**config.mk**
```make
export PLATFORM = sky130hd
export DESIGN_NAME = chimp_board
export DESIGN_NICKNAME = d
export VERILOG_FILES = /design/src/rtl/chimp_board.sv
export SDC_FILE = /design/constraint.sdc
export NUM_CORES = 1
export LEC_CHECK = 0
export ABC_CLOCK_PERIOD_IN_PS = 3850
export BUFFER_PORTS_ARGS = -buffer_cell sky130_fd_sc_hd__buf_2
export CORE_AREA = 8 8 158 160
export CTS_CLUSTER_SIZE = 10
export DETAILED_ROUTE_END_ITERATION = 8
export DIE_AREA = 0 0 166 168
export GPL_ROUTABILITY_DRIVEN = 0
export PLACE_DENSITY = 0.8
export SYNTH_ARGS = -nofsm -noshare
export SYNTH_HDL_FRONTEND = slang
export SYNTH_SLANG_ARGS = --single-unit
```
**constraint.sdc**
```tcl
create_clock -name clk -period 3.85 [get_ports clk]
set_input_delay 0.5775 -clock clk [delete_from_list [all_inputs] [get_ports clk]]
set_output_delay 0.5775 -clock clk [all_outputs]
set_load 0.01 [all_outputs]
```
**src/rtl/chimp_board.sv**
```systemverilog
// chimp_board: tile board with LFSR-driven placement, press-to-clear and a registered display read port.
module chimp_board #(
  parameter int         CELLS = 40,
  parameter logic [7:0] SEED  = 8'hA5
) (
  input  logic       clk,
  input  logic       iResetn,
  input  logic       iLoadStart,
  input  logic [4:0] iLevel,
  input  logic       iPress,
  input  logic [5:0] iCell,
  input  logic [5:0] iRdCell,
  output logic [5:0] oRdNum,
  output logic [5:0] oPressNum,
  output logic       oBusy,
  output logic       oDone
);
  typedef enum logic [1:0] {IDLE, CLEAR, PLACE, READY} state_t;
  localparam logic [5:0] CN   = 6'(CELLS);
  localparam logic [5:0] LAST = 6'(CELLS - 1);
  state_t     state_q, state_d;
  logic [7:0] lfsr_q, lfsr_d;
  logic [4:0] tot_q, tot_d, n_q, n_d;
  logic [5:0] c_q, c_d, idx_q, idx_d, press_q, press_d, rd_q, rd_d;
  logic       first_q, first_d, done_q, done_d;
  logic [5:0] board_q [CELLS];
  logic       we;
  logic [5:0] wa, wd, rnd, cand, cand_v, hit_v;
  always_comb begin
    lfsr_d  = {lfsr_q[6:0], lfsr_q[7] ^ lfsr_q[5] ^ lfsr_q[4] ^ lfsr_q[3]};
    rnd     = (lfsr_q[5:0] >= CN) ? lfsr_q[5:0] - CN : lfsr_q[5:0];
    cand    = first_q ? rnd : c_q;
    cand_v  = board_q[cand];
    hit_v   = (iCell < CN) ? board_q[iCell] : 6'd0;
    rd_d    = (iRdCell < CN) ? board_q[iRdCell] : 6'd0;
    state_d = state_q;
    tot_d   = tot_q;
    n_d     = n_q;
    c_d     = c_q;
    idx_d   = idx_q;
    first_d = first_q;
    done_d  = 1'b0;
    press_d = 6'd0;
    we      = 1'b0;
    wa      = cand;
    wd      = 6'd0;
    if (iLoadStart) begin
      state_d = CLEAR;
      tot_d   = (iLevel == 5'd0) ? 5'd1 : iLevel;
      n_d     = 5'd1;
      idx_d   = 6'd0;
    end else begin
      case (state_q)
        CLEAR: begin
          we      = 1'b1;
          wa      = idx_q;
          idx_d   = idx_q + 6'd1;
          state_d = (idx_q == LAST) ? PLACE : CLEAR;
          first_d = 1'b1;
        end
        PLACE: begin
          // Occupied candidates probe linearly; a fresh random start is drawn per tile.
          if (cand_v == 6'd0) begin
            we      = 1'b1;
            wd      = {1'b0, n_q};
            n_d     = n_q + 5'd1;
            first_d = 1'b1;
            state_d = (n_q == tot_q) ? READY : PLACE;
            done_d  = (n_q == tot_q);
          end else begin
            c_d     = (cand == LAST) ? 6'd0 : cand + 6'd1;
            first_d = 1'b0;
          end
        end
        READY: begin
          we      = iPress && hit_v != 6'd0;
          wa      = iCell;
          press_d = iPress ? hit_v : 6'd0;
        end
        default: ;
      endcase
    end
  end
  always_ff @(posedge clk or negedge iResetn) begin
    if (!iResetn) begin
      state_q <= IDLE;
      lfsr_q  <= SEED;
      tot_q   <= 5'd1;
      n_q     <= 5'd1;
      c_q     <= 6'd0;
      idx_q   <= 6'd0;
      first_q <= 1'b1;
      done_q  <= 1'b0;
      press_q <= 6'd0;
      rd_q    <= 6'd0;
    end else begin
      state_q <= state_d;
      lfsr_q  <= lfsr_d;
      tot_q   <= tot_d;
      n_q     <= n_d;
      c_q     <= c_d;
      idx_q   <= idx_d;
      first_q <= first_d;
      done_q  <= done_d;
      press_q <= press_d;
      rd_q    <= rd_d;
    end
  end
  always_ff @(posedge clk) begin
    if (we) board_q[wa] <= wd;
  end
  assign oRdNum    = rd_q;
  assign oPressNum = press_q;
  assign oBusy     = (state_q == CLEAR) || (state_q == PLACE);
  assign oDone     = done_q;
endmodule

```
# [Yosys cells after proc, flatten, opt, wreduce, memory -nomap -nowiden]
# Memories as Yosys holds them, arrays and structs flattened.
# Cells that the tools add are included.
[op_classes] n_addsub=4 magnitude_cmp=3 eq_ne=7 n_mux=33 n_bitwise=5 reduce_logical=14
[ops] operator="$mux W6" count=11
[ops] operator="$mux W5" count=7
[ops] operator="$add A6 B1 Y6 const B" count=2
[ops] operator="$eq A6 B6 Y1 const B" count=2
[ops] operator="$lt A6 B6 Y1 const B" count=2
[ops] operator="$pmux W6 S2" count=1
[ops] operator="$mux W1" count=8
[ops] operator="$reduce_bool A2 Y1" count=4
[ops] operator="$ge A6 B6 Y1 const B" count=1
[ops] operator="$logic_not A6 Y1" count=1
[ops] operator="$mux W2" count=3
[ops] operator="$reduce_and A2 Y1" count=3
[ops] operator="$reduce_bool A6 Y1" count=1
[ops] operator="$sub A6 B6 Y6 const B" count=1
[ops] operator="$add A5 B1 Y5 const B" count=1
[ops] operator="$eq A5 B5 Y1" count=1
[ops] operator="$logic_not A5 Y1" count=1
[ops] operator="$eq A2 B2 Y1 const B" count=2
[ops] operator="$pmux W2 S2" count=1
[ops] operator="$ne A3 B3 Y1 const B" count=1
[ops] operator="$pmux W1 S3" count=1
[ops] operator="$reduce_and A3 Y1" count=1
[ops] operator="$reduce_bool A3 Y1" count=1
[ops] operator="$xor A1 B1 Y1" count=3
[ops] operator="other kinds (5)" count=6
[word_totals] ff_bits=46 ramBits=200 input_bits=21 output_inout_bits=14 wordCells=77 mem_count=1
[memory_table] memory="board_q" depth=40 word_bits=5 read_ports=3 rd_clocked_by_memory_dff=0 write_ports=1 line_no="26" rtl="logic [5:0] board_q [CELLS];"

# [Depth between registers and ports, before layout]
# An unclocked memory read counts as a cell.
[logic_depth] ltp_word=10 depth_mapped=13

# [Worst setup path before layout]
# OpenSTA, ideal clock, no wires.
[synth_timing] path_type="register to register" from="register first_q" to="memory board_q[32][0] (netlist bit) (enable)" arrival_ps=3015 required_time_ps=3476 setup_slack_ps=462 stages_incl_launch_ff=13 path_buffers=3 cell_sequence="dfstp_2 buf_2 mux2i_4 inv_4 buf_4 o311ai_0 a21oi_1 o32ai_2 a32oi_2 o21ai_4 nor3_2 buf_2 nor3_1"
[synth_between] elab_chain_cells=8 word_cells_on_any_way=10
[synth_rtl] element="start, declared" line_no="25" rtl="logic first_q, first_d, done_q, done_d;"
[synth_rtl] element="start signal, assigned" line_no="103" rtl="first_q <= first_d;"
[synth_rtl] element="$mux W6 (*)" line_no="32" rtl="cand = first_q ? rnd : c_q;"
[synth_rtl] element="$mem_v2 Z40 W5"
[synth_rtl] element="$logic_not A6 Y1" line_no="63" rtl="if (cand_v == 6'd0) begin"
[synth_rtl] element="$mux W1" line_no="63"
[synth_rtl] element="$pmux W1 S3" line_no="53" rtl="case (state_q)"
[synth_rtl] element="$mux W1" line_no="47" rtl="if (iLoadStart) begin"
[synth_rtl] element="$mux W1" line_no="110" rtl="if (we) board_q[wa] <= wd;"
[synth_rtl] element="$mux W1 (implied by the code)" line_no="110"
[synth_rtl] element="end, declared" line_no="26"
# Mark *: on every way between the ends. The rest lies on a longest branch, timed or not.

# [Worst setup path after layout]
[layout_timing] from="register first_q" to="memory board_q[37][3] (netlist bit) (enable)"
# The elaborated chain is that of the path after synthesis.

==> results_dict.tcl <==
set metrics [dict create \
    outcome "finished with violations" \
    violations "negative setup slack" \
    row_count 55 \
    synth_area_leaders "edfxtp_1 45%, mux4_2 19%, dfrtp_1 7.0%, nor3_1 2.3%, mux2i_1 2.0%" \
    insertion_delay_ps 540 \
    start_util_pct 59.2 \
    synth_cell_types 77 \
    cts_buffer_depth 3 \
    period_share_pct 101 \
    cts_buffers 28 \
    cts_tree "yes" \
    ff2ff_setup_slack_ps -40 \
    hpwl_um 28800 \
    tightest_slew_ps 1020 \
    grt_max_degree 45 \
    cp.required_ps 4120 \
    ys_ff_latch 244 \
    fin_worst_skew_ps 10.4 \
    p_leak_nw 5.13 \
    drc_errors 0 \
    grt_use_total_pct 28.9 \
    crit_start "first_q$_DFFE_PN1P_" \
    ant_nets 0 \
    yosysSeqAreaShare_pct 53.7 \
    finalHoldViolCount 0 \
    drive_gt1_share_pct 33.6 \
    ys_warn_count 0 \
    fillers 1448 \
    reg2reg_depth 13 \
    setup_viol_count_final 15 \
    maxSlewHeadroom_pct 31.7 \
    port_buffers 32 \
    fp.dieH_um 168 \
    finalPower_mw 5.63 \
    worstSetupStartpointType "flop" \
    syn_avg_cell_area_um2 14.4 \
    gr-total-overflow 0 \
    antenna_found_initial 1 \
    cp-end-kind "flop" \
    clkTransAtPathRegs_ps 60 \
    die_area_mm2 0.0279 \
    n_antenna_cell 0 \
    drv_slew 0 \
    crit_arrival_ps 4160 \
    synth_edf_count 200 \
    grt_pass1_vias 9688 \
    syn_area_mm2 0.0132 \
    post_drt_wl_per_cell_um 30.9 \
    core_area_mm2 0.0224 \
    instances_no_fill 1306 \
    synthCells 919 \
    ys.flop_type "edfxtp_1" \
    setup_ws_ps -37.8 \
    nNetsFinal 1027 \
    syn2layout_area_growth_pct 15.2 \
    drt_iter0_drc 1996 \
    peakVddDrop_uv 286 \
    grt_pass1_wl_um 61000 \
    cts-hold-fix-buffers 0 \
    htree_levels 1 \
    min_period_ps 3890 \
    viasPerCell 7.56 \
    path_class "flop to flop" \
    critPathMaxFanout 21 \
    async_flop_share_pct 18.0 \
    first_pass_iters 7 \
    fp.dieW_um 166 \
    dp.cells 1253 \
    power_density_mw_per_mm2 369 \
    drv_cap 0 \
    clock_tree.root_cell "clkbuf_16" \
    rr_startpoint "first_q$_DFFE_PN1P_" \
    pre_cts_ws_ps -90.2 \
    yosysTopAreaCell "edfxtp_1" \
    grt_setup_unrepaired "true" \
    vias 9869 \
    ios 35 \
    synth_top_area_share_pct 45.4 \
    wirelength_um 40400 \
    fmax_mhz 257 \
    cts.sinks 244 \
    hold_path_class "primary input to asynchronous set/reset pin" \
]
[placed cells by master (no fill, tap or decap), types with 5 or more instances in the layout]
cell / instances
dfrtp_1: 37
nor3_1: 21
xnor2_1: 8
o211ai_1: 5
a22oi_1: 15
clkbuf_1: 22
mux4_2: 113
nand2_1: 29
nand3b_1: 7
and2_1: 5
buf_2: 30
edfxtp_1: 200
mux2i_1: 27
a21oi_1: 18
mux2_2: 19
nand2b_1: 21
buf_4: 73
nand4_1: 9
o21ai_0: 23
clkbuf_16: 29
o22ai_1: 13
nor2b_1: 7
dfstp_2: 7
nor2_1: 64
inv_1: 13
or4_1: 6
o31ai_1: 9
nor3_2: 37
nand3_1: 6
nor3b_1: 5
ha_1: 7
xor2_1: 8
or3_1: 23
buf_12: 10
o311ai_0: 16
o221ai_1: 6
[worst paths after layout]
path                                                  to
worst max register to register  board_q[37][3]$_DFFE_PP_
worst min register to register       lfsr_q[7]$_DFF_PN1_
min in group clk                    tot_q[3]$_DFFE_PN0P_
worst max-delay path            board_q[37][3]$_DFFE_PP_
max in group asynchronous            oRdNum[4]$_DFF_PN0_
worst min-delay path                idx_q[0]$_DFFE_PN0P_
[state kept, by name, summed over array words and instances, names as in the netlist]
signal,cells
board_q,200
lfsr_q,8
c_q,6
idx_q,6
n_q,5
oPressNum,5
oRdNum,5
tot_q,5
state_q,2
first_q,1
oDone,1
[critical path, stage by stage (launching register included)]
cell	delay, ps
dfstp_2	630
buf_4	280
nand2_1	100
o22ai_1	360
buf_4	250
o31ai_1	90
o22ai_1	340
o32ai_2	130
a32oi_2	370
o21ai_4	130
nor3_4	380
buf_4	310
buf_4	180
nor3_4	60
[cell type report]
type	count	area, um2	share of cell area (%)
clock buffer	52	822	5.39
tap	285	357	2.34
sequential	244	7120	46.7
timing repair buffer	113	898	5.89
inverter	16	62.6	0.410
multi-input combinational	596	6000	39.3
[what timing repair did]
item	in CTS	in global routing
buffers inserted	0	1
gates cloned	0	0
endpoints found under the setup margin	93	279
resized for setup	18	25
[synth_stat cells, drive strengths merged (3+ instances only)]
| library cell | count |
|---|---|
| a31oi | 3 |
| mux2i | 29 |
| o31ai | 9 |
| dfstp | 7 |
| or2 | 5 |
| or4 | 6 |
| o311ai | 18 |
| nor2 | 65 |
| xor2 | 8 |
| ha | 7 |
| nor3b | 5 |
| a22oi | 15 |
| nand4 | 9 |
| nand3 | 6 |
| dfrtp | 37 |
| o22ai | 13 |
| mux2 | 23 |
| edfxtp | 200 |
| and2 | 6 |
| o21ai | 25 |
| nor3 | 61 |
| o221ai | 6 |
| inv | 16 |
| nand2b | 21 |
| nand2 | 29 |
| nor4 | 3 |
| nand3b | 7 |
| mux4 | 113 |
| nor2b | 7 |
| o41ai | 3 |
| clkbuf | 22 |
| xnor2 | 8 |
| buf | 42 |
| o211ai | 5 |
| a211oi | 4 |
| o32ai | 4 |
| a21oi | 19 |
| or3 | 23 |
[per-layer routing]
| layer | up-vias | share of wire (%) | track usage [%] |
|---|---|---|---|
| met1 | 4788 | 35 | 37.8 |
| met5 | - | 0.13 | 1.08 |
| met3 | 204 | 15 | 9.24 |
| li1 | 3927 | - | - |
| met2 | 946 | 43 | 42.4 |
| met4 | 4 | 6.3 | 15.8 |
[metrics by stage]
stage	setup TNS, ps	hold WS, ps	instance area (um2)	utilization [%]
6_report	-458	215	15300	68.2
5_1_grt	-1040	286	15300	68.2
4_1_cts	-55.9	250	15100	67.6
3_5_place_dp	-5160	337	14200	63.5
3_3_place_gp	-4400	336	14200	63.5
2_1_floorplan	0	282	13200	-
[cells by family (layout without fill, tap and decap cells)]
family / count (synthesis) / in the layout / synth area share [%]
xor gates and xnor gates: 16 / 16 / 1.06
other: 1 / 2 / 0.0283
AOI/OAI and AO/OA: 147 / 147 / 8.22
DFF: 244 / 244 / 53.7
muxes: 165 / 165 / 23.5
and+or+nand+nor: 259 / 259 / 10.1
buffers and inverters: 80 / 181 / 2.65
adders and majority gates: 7 / 7 / 0.661
[power by group]
part,internal (mW),switching [mW],total (mW)
Combinational,0.155,0.201,0.356
Clock,1.42,0.999,2.42
Sequential,2.84,0.0142,2.86
Power figures use the tool's default switching activity.
